## config.mk

```make
export PLATFORM = sky130hd
export DESIGN_NAME = uart_tx_arbiter
export DESIGN_NICKNAME = d
export VERILOG_FILES = /design/src/rtl/uart_tx_arbiter_pkg.sv /design/src/rtl/uart_tx_arbiter_rr.sv /design/src/rtl/uart_tx_arbiter.sv
export SDC_FILE = /design/constraint.sdc
export NUM_CORES = 1
export LEC_CHECK = 0
export ABC_AREA = 1
export CAP_MARGIN = 20
export CORE_UTILIZATION = 35
export CTS_CLUSTER_SIZE = 25
export DETAILED_ROUTE_END_ITERATION = 16
export PLACE_DENSITY = 0.76
export SETUP_SLACK_MARGIN = 0.1
export SLEW_MARGIN = 10
export SYNTH_ARGS = -nofsm -noshare
export SYNTH_HDL_FRONTEND = slang
export SYNTH_SLANG_ARGS = --single-unit
```

## constraint.sdc

```tcl
create_clock -name clk -period 2.7 [get_ports clk]
set_input_delay 0.54 -clock clk [delete_from_list [all_inputs] [get_ports clk]]
set_output_delay 0.54 -clock clk [all_outputs]
set_load 0.02 [all_outputs]
```

## src/rtl/uart_tx_arbiter_pkg.sv

```systemverilog
// ----------------------------------------------------------------------------
// uart_tx_arbiter_pkg
// Purpose : shared definitions for the UART TX arbiter block: arbiter FSM
//           state encoding, requester limit and a one-hot to index helper.
// Ports   : none (package)
// Config  : UART_ARB_CHID_EN selects whether ARB_HDR is reachable (top only).
// ----------------------------------------------------------------------------
package uart_tx_arbiter_pkg;

    localparam int UART_ARB_MAX_REQ = 8;

    typedef enum logic [1:0] {
        ARB_IDLE = 2'd0,
        ARB_HDR  = 2'd1,
        ARB_DATA = 2'd2
    } ArbState_t;

    // Index of the set bit in a one-hot vector (0 when empty).
    function automatic logic [2:0] onehot_idx(input logic [UART_ARB_MAX_REQ-1:0] oh);
        logic [2:0] idx;
        idx = '0;
        for (int i = 0; i < UART_ARB_MAX_REQ; i++) begin
            if (oh[i]) idx = 3'(i);
        end
        return idx;
    endfunction

endpackage

```

## src/rtl/uart_tx_arbiter_rr.sv

```systemverilog
// ----------------------------------------------------------------------------
// uart_tx_arbiter_rr
// Purpose : combinational round-robin pick. Returns the first requester at or
//           after the pointer, wrapping N_REQ-1 -> 0.
// Ports   : i_req   [N_REQ]  request vector
//           i_ptr   [PTR_W]  round-robin start position
//           o_pick  [N_REQ]  one-hot winner (0 when no request)
//           o_any            any request present
// ----------------------------------------------------------------------------
module uart_tx_arbiter_rr #(
    parameter int N_REQ = 4,
    parameter int PTR_W = 2
) (
    input  logic [N_REQ-1:0] i_req,
    input  logic [PTR_W-1:0] i_ptr,
    output logic [N_REQ-1:0] o_pick,
    output logic             o_any
);

    always_comb begin : pick_blk
        int  j;
        logic w_found;
        j       = 0;
        w_found = 1'b0;
        o_pick  = '0;
        for (int i = 0; i < N_REQ; i++) begin
            j = int'(i_ptr) + i;
            if (j >= N_REQ) j = j - N_REQ;
            if (!w_found && i_req[j]) begin
                o_pick[j] = 1'b1;
                w_found   = 1'b1;
            end
        end
    end

    assign o_any = |i_req;

endmodule

```

## src/rtl/uart_tx_arbiter.sv

```systemverilog
// ----------------------------------------------------------------------------
// uart_tx_arbiter
// Purpose : shares one UART TX data port among N_REQ byte-stream requesters.
//           Round-robin, packet-locked: a grant holds until the owner's last
//           beat or MAX_BURST beats (0 = unlimited), then re-arbitrates.
//           Output is a registered valid/ready stage.
// Ports   : clk, rst_n                 clock, async active-low reset
//           req_valid_i  [N_REQ]       requester beat valid
//           req_data_i   [N_REQ*DATA_W] beats, requester k at [k*DATA_W +: DATA_W]
//           req_last_i   [N_REQ]       last beat of packet
//           req_ready_o  [N_REQ]       beat accepted on valid&ready (one-hot/0)
//           tx_d_o       [DATA_W]      beat to UART TX
//           tx_d_valid_o               tx_d_o valid
//           tx_d_ready_i               UART TX accepts beat
//           grant_o      [N_REQ]       one-hot owner, 0 in IDLE
//           busy_o                     FSM not idle or output register full
// Config  : `define UART_ARB_CHID_EN to emit a header beat {1'b1, 8'(g)} at
//           the start of every grant (including resumed capped packets).
// ----------------------------------------------------------------------------
module uart_tx_arbiter
    import uart_tx_arbiter_pkg::*;
#(
    parameter int N_REQ     = 4,
    parameter int DATA_W    = 9,
    parameter int MAX_BURST = 16
) (
    input  logic                    clk,
    input  logic                    rst_n,
    input  logic [N_REQ-1:0]        req_valid_i,
    input  logic [N_REQ*DATA_W-1:0] req_data_i,
    input  logic [N_REQ-1:0]        req_last_i,
    output logic [N_REQ-1:0]        req_ready_o,
    output logic [DATA_W-1:0]       tx_d_o,
    output logic                    tx_d_valid_o,
    input  logic                    tx_d_ready_i,
    output logic [N_REQ-1:0]        grant_o,
    output logic                    busy_o
);

    localparam int PTR_W  = $clog2(N_REQ);
    localparam int BC_W   = (MAX_BURST > 0) ? $clog2(MAX_BURST + 1) : 1;
    localparam int CAP_M1 = (MAX_BURST > 0) ? MAX_BURST - 1 : 0;

    ArbState_t          r_state;
    logic [N_REQ-1:0]   r_grant;
    logic [PTR_W-1:0]   r_gidx;
    logic [PTR_W-1:0]   r_ptr;
    logic [BC_W-1:0]    r_bcnt;
    logic [DATA_W-1:0]  r_tx_d;
    logic               r_tx_v;

    logic [N_REQ-1:0]   w_pick;
    logic               w_any;
    logic               w_out_free;
    logic               w_in_data;
    logic [DATA_W-1:0]  w_beat;
    logic               w_last;
    logic               w_accept;
    logic               w_cap;
    logic               w_release;
    logic [PTR_W-1:0]   w_next_ptr;
    logic [PTR_W-1:0]   w_pick_idx;

    uart_tx_arbiter_rr #(
        .N_REQ (N_REQ),
        .PTR_W (PTR_W)
    ) u_rr (
        .i_req  (req_valid_i),
        .i_ptr  (r_ptr),
        .o_pick (w_pick),
        .o_any  (w_any)
    );

    assign w_pick_idx = PTR_W'(onehot_idx(UART_ARB_MAX_REQ'(w_pick)));

    // Output register can take a new beat when empty or draining this cycle.
    assign w_out_free = !r_tx_v || tx_d_ready_i;
    assign w_in_data  = (r_state == ARB_DATA);
    assign w_beat     = req_data_i[int'(r_gidx)*DATA_W +: DATA_W];
    assign w_last     = req_last_i[r_gidx];
    assign w_accept   = w_in_data && w_out_free && req_valid_i[r_gidx];

    // Cap fires on the beat that brings the count to MAX_BURST; last and cap
    // on the same beat collapse into one release.
    assign w_cap      = (MAX_BURST != 0) && (r_bcnt == BC_W'(CAP_M1));
    assign w_release  = w_accept && (w_last || w_cap);
    assign w_next_ptr = (r_gidx == PTR_W'(N_REQ - 1)) ? '0 : r_gidx + PTR_W'(1);

`ifdef UART_ARB_CHID_EN
    logic [DATA_W-1:0] w_hdr;
    assign w_hdr = DATA_W'({1'b1, 8'(r_gidx)});
`endif

    always_ff @(posedge clk or negedge rst_n) begin
        if (!rst_n) begin
            r_state <= ARB_IDLE;
            r_grant <= '0;
            r_gidx  <= '0;
            r_ptr   <= '0;
            r_bcnt  <= '0;
            r_tx_d  <= '0;
            r_tx_v  <= 1'b0;
        end else begin
            // Drain; a load below in the same cycle overrides this.
            if (r_tx_v && tx_d_ready_i) r_tx_v <= 1'b0;

            case (r_state)
                ARB_IDLE: begin
                    if (w_any) begin
                        r_grant <= w_pick;
                        r_gidx  <= w_pick_idx;
`ifdef UART_ARB_CHID_EN
                        r_state <= ARB_HDR;
`else
                        r_state <= ARB_DATA;
`endif
                    end
                end
`ifdef UART_ARB_CHID_EN
                ARB_HDR: begin
                    // Header uses the output register but not the burst count.
                    if (w_out_free) begin
                        r_tx_d  <= w_hdr;
                        r_tx_v  <= 1'b1;
                        r_state <= ARB_DATA;
                    end
                end
`endif
                ARB_DATA: begin
                    if (w_accept) begin
                        r_tx_d <= w_beat;
                        r_tx_v <= 1'b1;
                        if (w_release) begin
                            r_state <= ARB_IDLE;
                            r_grant <= '0;
                            r_ptr   <= w_next_ptr;
                            r_bcnt  <= '0;
                        end else if (MAX_BURST != 0) begin
                            r_bcnt  <= r_bcnt + BC_W'(1);
                        end
                    end
                end
                default: r_state <= ARB_IDLE;
            endcase
        end
    end

    assign req_ready_o  = (w_in_data && w_out_free) ? r_grant : '0;
    assign tx_d_o       = r_tx_d;
    assign tx_d_valid_o = r_tx_v;
    assign grant_o      = r_grant;
    assign busy_o       = (r_state != ARB_IDLE) || r_tx_v;

endmodule
```

Word-level counts from Yosys, hierarchy flattened
Cells that the tools add are included.
{ "op_classes": {"muxes": 52, "bitwise_logic": 3, "order_cmp": 13, "multipliers": 1, "add_sub_neg": 9, "reduce_logical": 27, "shifts": 1, "eq_ne": 6} }
{ "ops": {"columns": ["operator", "n"], "rows": [
  ["$ge A32 B1 Y1 const B", 4],
  ["$lt A32 B4 Y1 const B", 4],
  ["$mux W32", 4],
  ["$ge A32 B4 Y1 const B", 3],
  ["$sub A32 B4 Y32 const B", 3],
  ["$shiftx A36 B7 Y9", 1],
  ["$mux W4", 8],
  ["$mux W1", 21],
  ["$bmux W1 S2", 6],
  ["$mux W2", 6],
  ["$or A4 B4 Y4", 3],
  ["$logic_and A1 B1 Y1", 11],
  ["$demux W1 S2", 4],
  ["$pmux W4 S2", 1],
  ["$add A2 B2 Y3 const B", 2],
  ["$mul A2 B4 Y6 const B", 1],
  ["$ne A2 B1 Y1 const B", 3],
  ["$reduce_and A3 Y1", 2],
  ["$add A5 B1 Y5 const B", 1],
  ["$eq A5 B4 Y1 const B", 1],
  ["$mux W5", 1],
  ["$eq A2 B2 Y1 const B", 2],
  ["$logic_not A1 Y1", 4],
  ["$pmux W2 S2", 1],
  ["11 further kinds", 15]
]} }
{ "word_totals": {"ff_bits": 25, "output_inout_bits": 19, "inputBits": 47, "elab_cells": 119} }

Depth between registers and ports, before layout
Gate-level depths: netlist of the first run.
{ "logic_depth": {"word_depth": 18, "depth_mapped": 12, "depth_no_buf": 12} }

Hierarchy
Synthesis of the first run repeated with hierarchy kept, for this count alone.
{ "hier_totals": {"cells_unflattened": 267, "hier_area_um2": 1843.0} }
{ "modules_own_cells": {"columns": ["module", "cells_per_inst", "area_each_um2", "seq_area_each_um2", "instances"], "rows": [
  ["uart_tx_arbiter", 191, 1415.1, 600.6, 1],
  ["uart_tx_arbiter_rr", 76, 427.9, 0.0, 1]
]} }

Worst setup path after synthesis of the first run
Ideal clock, no wire load.
{ "synth_timing": {"kind": "register to register", "startpoint": "register r_ptr[0]", "endpoint": "register r_gidx[0]", "synth_period_minus_slack_ns": 1.794, "arrival_ns": 1.675, "slack_ns": 0.906, "stages_incl_launch_ff": 13, "setup_ns": 0.119, "n_path_buf": 0, "required_time_ns": 2.581, "path_cell_list": "dfrtp_1 -> inv_2 -> ha_1 -> inv_1 -> nand3_1 -> nand2_1 -> nand2_4 -> nor2_4 -> nand2_1 -> nand2_1 -> nor2_1 -> nand3_1 -> nand2_1"} }
{ "synth_via": {"elab_chain_len": 18, "word_cells_on_any_way": 66, "cone_classes": "add/sub: 7; order compare: 12; mux: 34; bitwise: 3; reduce/logical: 10"} }
{ "synth_lines": {"columns": ["item", "line_no", "source"], "rows": [
  ["start: declaration", "uart_tx_arbiter.sv:47", "logic [PTR_W-1:0] r_ptr;"],
  ["start signal: assignment", "uart_tx_arbiter.sv:136", "r_ptr <= w_next_ptr;"],
  ["parallel branches: the longest is 14 deep, another holds $sub A32 B4 Y32", null, null],
  ["$mux W4 (*)", "uart_tx_arbiter_rr.sv:29", "if (!w_found && i_req[j]) begin"],
  ["$mux W1", "uart_tx_arbiter_pkg.sv:23", "if (oh[i]) idx = 3'(i);"],
  ["$mux W2", "uart_tx_arbiter_pkg.sv:23", null],
  ["$mux W2 (*)", "uart_tx_arbiter_pkg.sv:23", null],
  ["end signal: assignment", "uart_tx_arbiter.sv:111", "r_gidx <= w_pick_idx;"],
  ["end: declaration", "uart_tx_arbiter.sv:46", "logic [PTR_W-1:0] r_gidx;"]
]} }
Mark *: on every way between the ends. The select of a mux whose other input is x is not followed.
A chain may end at the register's enable or synchronous reset.

Final worst setup path of the first run
{ "layout_timing": {"startpoint": "input port tx_d_ready_i", "endpoint": "output port req_ready_o[0]"} }
{ "layout_via": {"elab_chain_len": 3} }
{ "layout_lines": {"columns": ["item", "line_no", "source"], "rows": [
  ["start: declaration", "uart_tx_arbiter.sv:35", "input logic tx_d_ready_i,"],
  ["$logic_or A1 B1 Y1", "uart_tx_arbiter.sv:77", "assign w_out_free = !r_tx_v || tx_d_ready_i;"],
  ["$logic_and A1 B1 Y1", "uart_tx_arbiter.sv:148", "assign req_ready_o = (w_in_data && w_out_free) ? r_grant : '0;"],
  ["$mux W4", "uart_tx_arbiter.sv:148", null],
  ["end: declaration", "uart_tx_arbiter.sv:32", "output logic [N_REQ-1:0] req_ready_o,"]
]} }
Every way passes these cells.

==> Flow_metrics.wiki, run 1 <==
{| class="wikitable"
! Metric !! Value
|-
| Count of pins on the block boundary || 66
|-
| Area occupied by multi-input gates || 1020 sq um
|-
| Slowest cell on the critical path || sky130_fd_sc_hd__clkdlybuf4s50_1
|-
| WHS || 0.530 ns
|-
| Final number of setup-violating endpoints || 0
|-
| CTS Hold Bufs || 0
|-
| Cell chain of the critical path || clkdlybuf4s50_1 -> o21ai_1 -> nor2_1 -> clkdlybuf4s50_1
|-
| Required time reported for the critical path endpoint || 2.16 ns
|-
| Detailed Route WL || 4.43 mm
|-
| Commonest cells after routing, fill and taps aside || sky130_fd_sc_hd__clkdlybuf4s50_1, sky130_fd_sc_hd__nor2_1, sky130_fd_sc_hd__nand2_1
|-
| CP Launch Type || input port
|-
| Post-synthesis register bit count || 24
|-
| Port buffer count || 65
|-
| Total number of clock tree sinks || 24
|-
| Global Route met2 Usage || 31.1%
|-
| Root Driver || sky130_fd_sc_hd__clkbuf_8
|-
| Vias per inst || 4.74
|-
| Ant diodes || 0
|-
| Met3 usage || 2.49%
|-
| Maximum cell stage delay along the critical path || 0.55 ns
|-
| Layout Area Growth over Synthesis || 45.2%
|-
| Cell variety after synth || 23
|-
| Die width || 73.0 um
|-
| Count of max-cap constraint violations || 0
|-
| Final clock period utilization by the worst path || 92.2%
|-
| Longest Clk Path Bufs || 2
|-
| Data arrival time of the critical path || 1.95 ns
|-
| Register area share after synthesis || 34.0%
|-
| Synth Area per Inst || 6.71 sq um
|-
| Sequential cell area || 601 sq um
|-
| Cell Area, Synth || 1760 sq um
|-
| Number of placement rows || 25
|-
| Buf/Inv on CP || 2
|-
| Total setup buffers inserted after CTS || 0
|-
| Element type at the critical path end || output port
|-
| Fraction of final layout cells sized beyond drive strength 1 || 7.62%
|-
| ANT nets after route || 0
|-
| Drt wl/cell || 11.2 um
|-
| Transition time of the tightest slew-check pin || 0.463 ns
|-
| First-pass GRT wire length || 7.40 mm
|-
| Final hold violations || 0
|-
| Top achievable clock speed || 0.402 GHz
|-
| Met1 track utilization from global routing || 21.6%
|-
| Clock-pin slew of the registers on the worst-case setup and hold paths || 0.09 ns
|-
| Hold Path Class || flip-flop to flip-flop
|-
| GRT Max-Usage Layer || met2
|-
| PwrDens || 1070 nW/um^2
|-
| Most frequent standard cell in the layout excluding fill and tap cells || sky130_fd_sc_hd__clkdlybuf4s50_1
|-
| Area of the core || 4790 sq um
|-
| Slew HR || 69.0%
|-
| Vias after detailed routing || 1872
|-
| Iter 0 DRT Violations || 118
|-
| H-tree depth reported by CTS || 1
|-
| Routability congestion estimate || 0.930
|-
| Inserted Clock Buffers || 3
|-
| TritonCTS clock tree || built
|-
| Count of warnings emitted by yosys || 0
|-
| VDD IR-drop max || 0.410 mV
|-
| Total half-perimeter wirelength after legalization and detailed placement || 3.47 mm
|-
| Clock insertion delay at the later pin of the skew report || 0.27 ns
|-
| Largest net degree at the start of global routing || 25
|-
| TNS Setup || 0 ns
|-
| Filler cell count || 454
|-
| GRT Residual Overflow || 0
|-
| Via count of the first global-routing pass || 1760
|-
| Count of mapped cells out of synthesis || 263
|-
| Total leakage power || 1.14 nW
|-
| Post-route DRC violation count || 0
|-
| Height of the die || 73.0 um
|-
| Status || complete, no violations
|-
| Post-synthesis net count || 319
|-
| RSZ-0062 raised after global routing || false
|-
| Initial antenna violation count || 0
|-
| Crit path max fanout || 5
|-
| Category of cells accounting for the largest share of critical-path delay || buffers and inverters
|-
| Nets@finish || 385
|-
| Most Frequent Cell on Critical Path || sky130_fd_sc_hd__clkdlybuf4s50_1
|-
| Total global routing track utilization || 17.5%
|-
| Slew Limit Fails || 0
|-
| DRT Pass-1 Iters || 4
|-
| Number of instances resized during post-cts repair || 0
|-
| Initial standard-cell utilization of the core || 36.9%
|-
| Kind of critical path || input port to output port
|-
| Time the worst path needs with I/O delays and setup || 2.49 ns
|-
| Worst-case clock skew || 0.00687 ns
|-
| Die area || 5330 sq um
|}
[cell usage after synthesis]
cell type	instances	share of area (%)
sky130_fd_sc_hd__nor2_1	58	12
sky130_fd_sc_hd__nand2_1	48	10
sky130_fd_sc_hd__o21ai_0	31	8.8
sky130_fd_sc_hd__dfrtp_1	24	34
sky130_fd_sc_hd__inv_1	24	5.1
sky130_fd_sc_hd__nand3_1	21	6.0
sky130_fd_sc_hd__a31oi_1	9	3.2
sky130_fd_sc_hd__ha_1	9	6.4
sky130_fd_sc_hd__nand2_2	6	2.1
sky130_fd_sc_hd__a21oi_1	4	1.1
sky130_fd_sc_hd__buf_2	4	1.1
sky130_fd_sc_hd__inv_2	4	0.85
sky130_fd_sc_hd__clkbuf_1	3	0.64
sky130_fd_sc_hd__nand3_2	3	1.7
sky130_fd_sc_hd__nor3_1	3	0.85
sky130_fd_sc_hd__nand2_4	2	1.3
sky130_fd_sc_hd__nor2_4	2	1.3
sky130_fd_sc_hd__o21ai_1	2	0.57
sky130_fd_sc_hd__o22ai_1	2	0.71
sky130_fd_sc_hd__a41oi_1	1	0.50
sky130_fd_sc_hd__buf_4	1	0.43
sky130_fd_sc_hd__nand4_1	1	0.35
sky130_fd_sc_hd__nor3b_1	1	0.43
[routing by layer]
layer / vias up / wire length, um
met5: - / 0
met4: 0 / 40
met3: 4 / 218
met2: 54 / 2160
met1: 832 / 2010
li1: 982 / -
[worst reg2reg max path, cell delays in order, from the launching register on]
cell	delay (ns)
sky130_fd_sc_hd__dfrtp_1	0.59
sky130_fd_sc_hd__inv_2	0.18
sky130_fd_sc_hd__ha_1	0.38
sky130_fd_sc_hd__inv_1	0.11
sky130_fd_sc_hd__nand3_1	0.08
sky130_fd_sc_hd__nand2_1	0.13
sky130_fd_sc_hd__nand2_4	0.09
sky130_fd_sc_hd__nor2_4	0.12
sky130_fd_sc_hd__nand2_1	0.06
sky130_fd_sc_hd__nand2_1	0.06
sky130_fd_sc_hd__nor2_1	0.05
sky130_fd_sc_hd__nand3_1	0.10
sky130_fd_sc_hd__nand2_1	0.07
[logic make-up after synthesis]
group           count (synthesis)  synth area share, %
compound gates                 49                 14.9
fa+ha+maj                       9                 6.38
buf+inv                        36                 8.16
flops                          24                 34.0
simple gates                  145                 36.5
[area by class of cell]
cell class | instances | share of cell area (%)
well taps | 67 | 3.27
flip-flops and latches | 24 | 23.4
clock inverters | 1 | 1.17
multi-input cells | 203 | 39.8
inverters | 28 | 4.10
repair buffers | 69 | 26.6
clock buffers | 3 | 1.61
[registers in the layout (all words and copies together), names as in the netlist]
name and count:
r_ptr 2, r_gidx 2, r_bcnt 5, r_state 1, tx_d_valid_o 1, grant_o 4, tx_d_o 9
[where the power goes]
| group | leakage [nW] | total, mW | internal (mW) | switching [mW] |
|---|---|---|---|---|
| sequential | 0.291 | 0.653 | 0.514 | 0.139 |
| combinational | 0.817 | 1.76 | 0.690 | 1.08 |
| clock | 0.0357 | 0.316 | 0.198 | 0.117 |
[metrics by stage]
stage | util [%] | cells | total power, mW | worst slack (ns) | cell area [sq um]
final | 53.5 | 395 | 2.73 | 0.212 | 2560
after global placement | 52.0 | 391 | 2.39 | 0.241 | 2490
after global routing | 53.5 | 395 | 3.01 | 0.136 | 2560
after CTS | 53.5 | 395 | 2.75 | 0.196 | 2560
after detailed placement | 52.0 | 391 | 2.42 | 0.196 | 2490
after floorplan | - | 263 | 1.89 | 0.906 | 1760
[path summary, 6_finish.rpt]
path	endpoint	slack [ns]	startpoint	depth (start not counted)
worst max register to register	r_gidx[0]$_DFFE_PN0P_	0.59	r_ptr[0]$_DFFE_PN0P_	12
max in group asynchronous	tx_d_o[0]$_DFFE_PN0P_	1.84	rst_n	2
worst max-delay path	req_ready_o[0]	0.21	tx_d_ready_i	4
min in group asynchronous	r_bcnt[0]$_DFFE_PN0P_	0.63	rst_n	2
worst min-delay path	r_bcnt[1]$_DFFE_PN0P_	0.53	r_bcnt[1]$_DFFE_PN0P_	2
worst min register to register	r_bcnt[1]$_DFFE_PN0P_	0.53	r_bcnt[1]$_DFFE_PN0P_	2
No activity file was read; power rests on OpenSTA's default activity.
==> inputs of run 2 (changes only) <==
--- a/config.mk
+++ b/config.mk
@@ -7,6 +7,7 @@
 export LEC_CHECK = 0
 export ABC_AREA = 1
 export CAP_MARGIN = 20
+export CORE_ASPECT_RATIO = 0.6
 export CORE_UTILIZATION = 35
 export CTS_CLUSTER_SIZE = 25
 export DETAILED_ROUTE_END_ITERATION = 16
==> run 2 against run 1 <==
  * Combinational power grew 3%
  * Power shrank 1.4%
  * Cell count shrank 1.3%
  * Clock power shrank 23%
  * Critical path depth is the same
  * Via count grew 1.7%
  * Sequential share of layout area grew 0.27 points
  * Worst setup slack gained 0.025 ns
  * Largest cell class unchanged
==> Flow_metrics.wiki, run 2 (same netlist as run 1, synthesis figures left out) <==
{| class="wikitable"
! Metric !! Value
|-
| Total leakage power || 1.13 nW
|-
| Flip-flop count of the largest register after layout || 9
|-
| Kind of critical path || input port to output port
|-
| PwrDens || 1060 nW/um^2
|-
| Initial standard-cell utilization of the core || 37.5%
|-
| WHS || 0.521 ns
|-
| Switching power || 1.37 mW
|-
| Fraction of final layout cells sized beyond drive strength 1 || 7.34%
|-
| Total Power || 2.69 mW
|-
| Transition time of the tightest slew-check pin || 0.496 ns
|-
| Longest Clk Path Bufs || 2
|-
| Total half-perimeter wirelength after legalization and detailed placement || 3.73 mm
|-
| Part of the power in registers || 23.4%
|-
| Height of the die || 57.0 um
|-
| Detailed Route WL || 4.73 mm
|-
| TNS Setup || 0 ns
|-
| Status || complete, no violations
|-
| Time the worst path needs with I/O delays and setup || 2.46 ns
|-
| CP Launch Type || input port
|-
| First-pass GRT wire length || 7.69 mm
|-
| Top achievable clock speed || 0.406 GHz
|-
| Slew Limit Fails || 0
|-
| Switching share of power || 50.8%
|-
| Final clock period utilization by the worst path || 91.2%
|-
| Drt wl/cell || 12.1 um
|-
| Total setup buffers inserted after CTS || 0
|-
| Most frequent standard cell in the layout excluding fill and tap cells || sky130_fd_sc_hd__clkdlybuf4s50_1
|-
| Ant diodes || 0
|-
| Total global routing track utilization || 18.3%
|-
| Inserted Clock Buffers || 3
|-
| Crit path max fanout || 5
|-
| Clock-pin slew of the registers on the worst-case setup and hold paths || 0.08 ns
|-
| Initial antenna violation count || 0
|-
| Total internal power || 1.33 mW
|-
| Nets@finish || 384
|-
| Final number of setup-violating endpoints || 0
|-
| Required time reported for the critical path endpoint || 2.16 ns
|-
| VDD IR-drop max || 0.396 mV
|-
| GRT Residual Overflow || 0
|-
| Die area || 5340 sq um
|-
| Count of max-cap constraint violations || 0
|-
| CTS Hold Bufs || 0
|-
| RSZ-0062 raised after global routing || false
|-
| Vias after detailed routing || 1903
|-
| Routability congestion estimate || 0.831
|-
| Number of placement rows || 19
|-
| Element type at the critical path end || output port
|-
| Number of instances resized during post-cts repair || 0
|-
| Largest net degree at the start of global routing || 25
|-
| TritonCTS clock tree || built
|-
| DRT Pass-1 Iters || 4
|-
| Combinational share of power || 67.6%
|-
| Hold Path Class || flip-flop to flip-flop
|-
| Post-layout util || 53.8%
|-
| Die width || 93.7 um
|-
| Area of the core || 4710 sq um
|-
| Worst-case clock skew || 0.00196 ns
|-
| Root Driver || sky130_fd_sc_hd__clkbuf_8
|-
| Count of pins on the block boundary || 66
|-
| Vias per inst || 4.88
|-
| Clock share of power || 9.0%
|-
| Filler cell count || 459
|-
| Final hold violations || 0
|-
| Layout Area Growth over Synthesis || 43.5%
|-
| Clock insertion delay at the later pin of the skew report || 0.26 ns
|-
| Total number of clock tree sinks || 24
|-
| Commonest cells after routing, fill and taps aside || sky130_fd_sc_hd__clkdlybuf4s50_1, sky130_fd_sc_hd__nor2_1, sky130_fd_sc_hd__nand2_1
|-
| ANT nets after route || 0
|-
| Via count of the first global-routing pass || 1596
|-
| Iter 0 DRT Violations || 97
|-
| H-tree depth reported by CTS || 1
|-
| Port buffer count || 65
|-
| Post-route DRC violation count || 0
|-
| Data arrival time of the critical path || 1.92 ns
|-
| Slew HR || 66.5%
|}
-- run 2: power groups by stage --
stage / registers, mW / logic [mW] / clock network, mW
floorplan: 0.737 / 1.15 / 0
global placement: 0.630 / 1.79 / 0
detailed placement: 0.637 / 1.82 / 0
CTS: 0.631 / 1.83 / 0.246
global route: 0.653 / 2.03 / 0.261
finish: 0.630 / 1.82 / 0.242
-- run 2: worst max-delay path, stage by stage --
cell and delay, ns:
sky130_fd_sc_hd__clkdlybuf4s50_1 0.43, sky130_fd_sc_hd__o21ai_1 0.33, sky130_fd_sc_hd__nor2_1 0.08, sky130_fd_sc_hd__clkdlybuf4s50_1 0.54
-- run 2: layout make-up --
| class | instances | area, sq um | share of cell area (%) |
|---|---|---|---|
| multi-input cells | 203 | 1020 | 40.3 |
| repair buffers | 68 | 673 | 26.6 |
| flip-flops and latches | 24 | 601 | 23.7 |
| inverters | 28 | 105 | 4.15 |
| well taps | 63 | 78.8 | 3.11 |
| clock buffers | 4 | 55.1 | 2.17 |
-- run 2: stage by stage --
stage / area, sq um / cells / setup slack (ns)
final: 2530 / 390 / 0.237
after global routing: 2530 / 390 / 0.187
after CTS: 2530 / 390 / 0.219
after detailed placement: 2480 / 386 / 0.224
after global placement: 2480 / 386 / 0.314
after floorplan: 1760 / 263 / 0.906
-- run 2: metal layers --
metal  share of wire [%]  global-route usage, %  vias to the layer above
met5                   0                      0                        -
met4                0.40                   1.98                        0
met3                 9.0                   5.73                        2
met2                  41                   25.8                       67
met1                  50                   28.2                      854
li1                    -                      -                      980
-- run 2: path summary, 6_finish.rpt --
kind | start | to | slack [ns] | cells past startpoint
min in group asynchronous | rst_n | tx_d_valid_o$_DFF_PN0_ | 0.63 | 2
worst min-delay path | r_bcnt[1]$_DFFE_PN0P_ | r_bcnt[1]$_DFFE_PN0P_ | 0.52 | 2
worst max register to register | r_ptr[0]$_DFFE_PN0P_ | r_gidx[0]$_DFFE_PN0P_ | 0.62 | 12
worst max-delay path | tx_d_ready_i | req_ready_o[1] | 0.24 | 4
max in group asynchronous | rst_n | r_gidx[1]$_DFFE_PN0P_ | 1.84 | 2
worst min register to register | r_bcnt[1]$_DFFE_PN0P_ | r_bcnt[1]$_DFFE_PN0P_ | 0.52 | 2
==> inputs of run 3 (changes only) <==
--- a/config.mk
+++ b/config.mk
@@ -12,6 +12,7 @@
 export CTS_CLUSTER_SIZE = 25
 export DETAILED_ROUTE_END_ITERATION = 16
 export PLACE_DENSITY = 0.76
+export REMOVE_ABC_BUFFERS = 1
 export SETUP_SLACK_MARGIN = 0.1
 export SLEW_MARGIN = 10
 export SYNTH_ARGS = -nofsm -noshare
==> run 3 against run 2 <==
  * Worst setup slack better by 0.049 ns
  * Sequential share of layout area down 0.26 points
  * Highest routed layer unchanged
  * Largest power group unchanged
  * Cell count up 0.26%
==> Flow_metrics.wiki, run 3 (same netlist as run 1, synthesis figures left out) <==
{| class="wikitable"
! Metric !! Value
|-
| Status || complete, no violations
|-
| TNS Setup || 0 ns
|-
| WHS || 0.553 ns
|-
| Crit path max fanout || 5
|-
| Clock insertion delay at the later pin of the skew report || 0.26 ns
|-
| H-tree depth reported by CTS || 1
|-
| Initial antenna violation count || 0
|-
| Met3 usage || 4.00%
|-
| Global Route met2 Usage || 26.2%
|-
| Time the worst path needs with I/O delays and setup || 2.41 ns
|-
| Via count of the first global-routing pass || 1649
|-
| Clock-pin slew of the registers on the worst-case setup and hold paths || 0.09 ns
|-
| Iter 0 DRT Violations || 124
|-
| Vias per inst || 4.93
|-
| Layout Area Growth over Synthesis || 45.1%
|-
| Required time reported for the critical path endpoint || 2.16 ns
|-
| Die width || 93.7 um
|-
| Root Driver || sky130_fd_sc_hd__clkbuf_8
|-
| GRT Residual Overflow || 0
|-
| Inserted Clock Buffers || 3
|-
| Slowest cell on the critical path || sky130_fd_sc_hd__clkdlybuf4s50_1
|-
| Count of pins on the block boundary || 66
|-
| ANT nets after route || 0
|-
| CP Launch Type || input port
|-
| TritonCTS clock tree || built
|-
| Longest Clk Path Bufs || 2
|-
| Port buffer count || 65
|-
| Number of cells after detailed placement || 387
|-
| Met1 track utilization from global routing || 30.5%
|-
| GRT Max-Usage Layer || met1
|-
| First-pass GRT wire length || 7.82 mm
|-
| Final hold violations || 0
|-
| CTS Hold Bufs || 0
|-
| Largest net degree at the start of global routing || 25
|-
| Die area || 5340 sq um
|-
| Slew Limit Fails || 0
|-
| Initial standard-cell utilization of the core || 37.5%
|-
| Worst-case clock skew || 0.00858 ns
|-
| Placement-stage worst setup slack || 0.164 ns
|-
| Final cell count without fillers || 391
|-
| Area of the core || 4710 sq um
|-
| Transition time of the tightest slew-check pin || 0.516 ns
|-
| Total half-perimeter wirelength after legalization and detailed placement || 3.84 mm
|-
| Hold Path Class || flip-flop to flip-flop
|-
| Most Frequent Cell on Critical Path || sky130_fd_sc_hd__clkdlybuf4s50_1
|-
| Slew HR || 65.3%
|-
| Vias after detailed routing || 1926
|-
| Fraction of final layout cells sized beyond drive strength 1 || 7.93%
|-
| Total leakage power || 1.14 nW
|-
| PwrDens || 1090 nW/um^2
|-
| Height of the die || 57.0 um
|-
| Final clock period utilization by the worst path || 89.4%
|-
| Final number of setup-violating endpoints || 0
|-
| Detailed Route WL || 4.79 mm
|-
| Most frequent standard cell in the layout excluding fill and tap cells || sky130_fd_sc_hd__clkdlybuf4s50_1
|-
| Routability congestion estimate || 0.896
|-
| Data arrival time of the critical path || 1.87 ns
|-
| Cell chain of the critical path || clkdlybuf4s50_1 -> o21ai_2 -> nor2_1 -> clkdlybuf4s50_1
|-
| Fin worst setup slack || 0.285 ns
|-
| Element type at the critical path end || output port
|-
| Commonest cells after routing, fill and taps aside || sky130_fd_sc_hd__clkdlybuf4s50_1, sky130_fd_sc_hd__nor2_1, sky130_fd_sc_hd__nand2_1
|-
| RSZ-0062 raised after global routing || false
|-
| DRT Pass-1 Iters || 4
|-
| Nets@finish || 385
|-
| Worst r2r path cells || 12
|-
| Total global routing track utilization || 18.7%
|-
| Post-route DRC violation count || 0
|-
| Drt wl/cell || 12.3 um
|-
| Ant diodes || 0
|-
| Count of max-cap constraint violations || 0
|-
| Maximum cell stage delay along the critical path || 0.54 ns
|-
| Kind of critical path || input port to output port
|-
| VDD IR-drop max || 0.572 mV
|-
| Number of placement rows || 19
|-
| Total number of clock tree sinks || 24
|-
| Top achievable clock speed || 0.414 GHz
|-
| Total Power || 2.79 mW
|-
| Hold Crit Depth || 2
|-
| Flip-flop count of the largest register after layout || 9
|}
-- run 3: final timing paths --
kind | to | start | slack [ns]
worst max-delay path | req_ready_o[2] | tx_d_ready_i | 0.29
worst min-delay path | tx_d_o[0]$_DFFE_PN0P_ | tx_d_o[0]$_DFFE_PN0P_ | 0.55
worst max register to register | r_gidx[0]$_DFFE_PN0P_ | r_ptr[0]$_DFFE_PN0P_ | 0.63
worst min register to register | tx_d_o[0]$_DFFE_PN0P_ | tx_d_o[0]$_DFFE_PN0P_ | 0.55
max in group asynchronous | r_ptr[1]$_DFFE_PN0P_ | rst_n | 1.83
min in group asynchronous | tx_d_o[8]$_DFFE_PN0P_ | rst_n | 0.63
-- run 3: worst max-delay path: cells and delay by family --
family / cells / cell delay (ns)
AOI/OAI and AO/OA: 1 / 0.28
buffers and inverters: 2 / 0.97
and+or+nand+nor: 1 / 0.08
-- run 3: layer usage --
metal	wire, um	vias up	part of all wire [%]
met2	1930	67	40
met5	0	-	0
met3	392	2	8.2
met1	2460	872	51
li1	-	985	-
met4	4	0	0.083
-- run 3: where the power goes --
group	leakage, nW	total, mW	internal, mW	switching, mW
clock	0.0357	0.307	0.198	0.109
sequential	0.291	0.661	0.514	0.146
combinational	0.818	1.82	0.695	1.13
total	1.14	2.79	1.41	1.38
-- run 3: cell type report --
class | count | area (sq um)
clock buffer | 3 | 41.3
clock inverter | 1 | 30.0
fill | 448 | 2150
inverter | 28 | 105
multi-input combinational | 203 | 1020
sequential | 24 | 601
tap | 63 | 78.8
timing repair buffer | 69 | 681
-- run 3: metrics by stage --
step                cell area (sq um)  util (%)
global route                     2560      54.4
global placement                 2480      52.8
finish                           2560      54.4
floorplan                        1730         -
detailed placement               2480      52.8
CTS                              2560      54.3
-- run 3: repair_timing --
action,CTS,global route
gates resized for setup,0,1
endpoints found under the setup margin,0,1
hold endpoints to repair,0,0
setup buffers,0,0
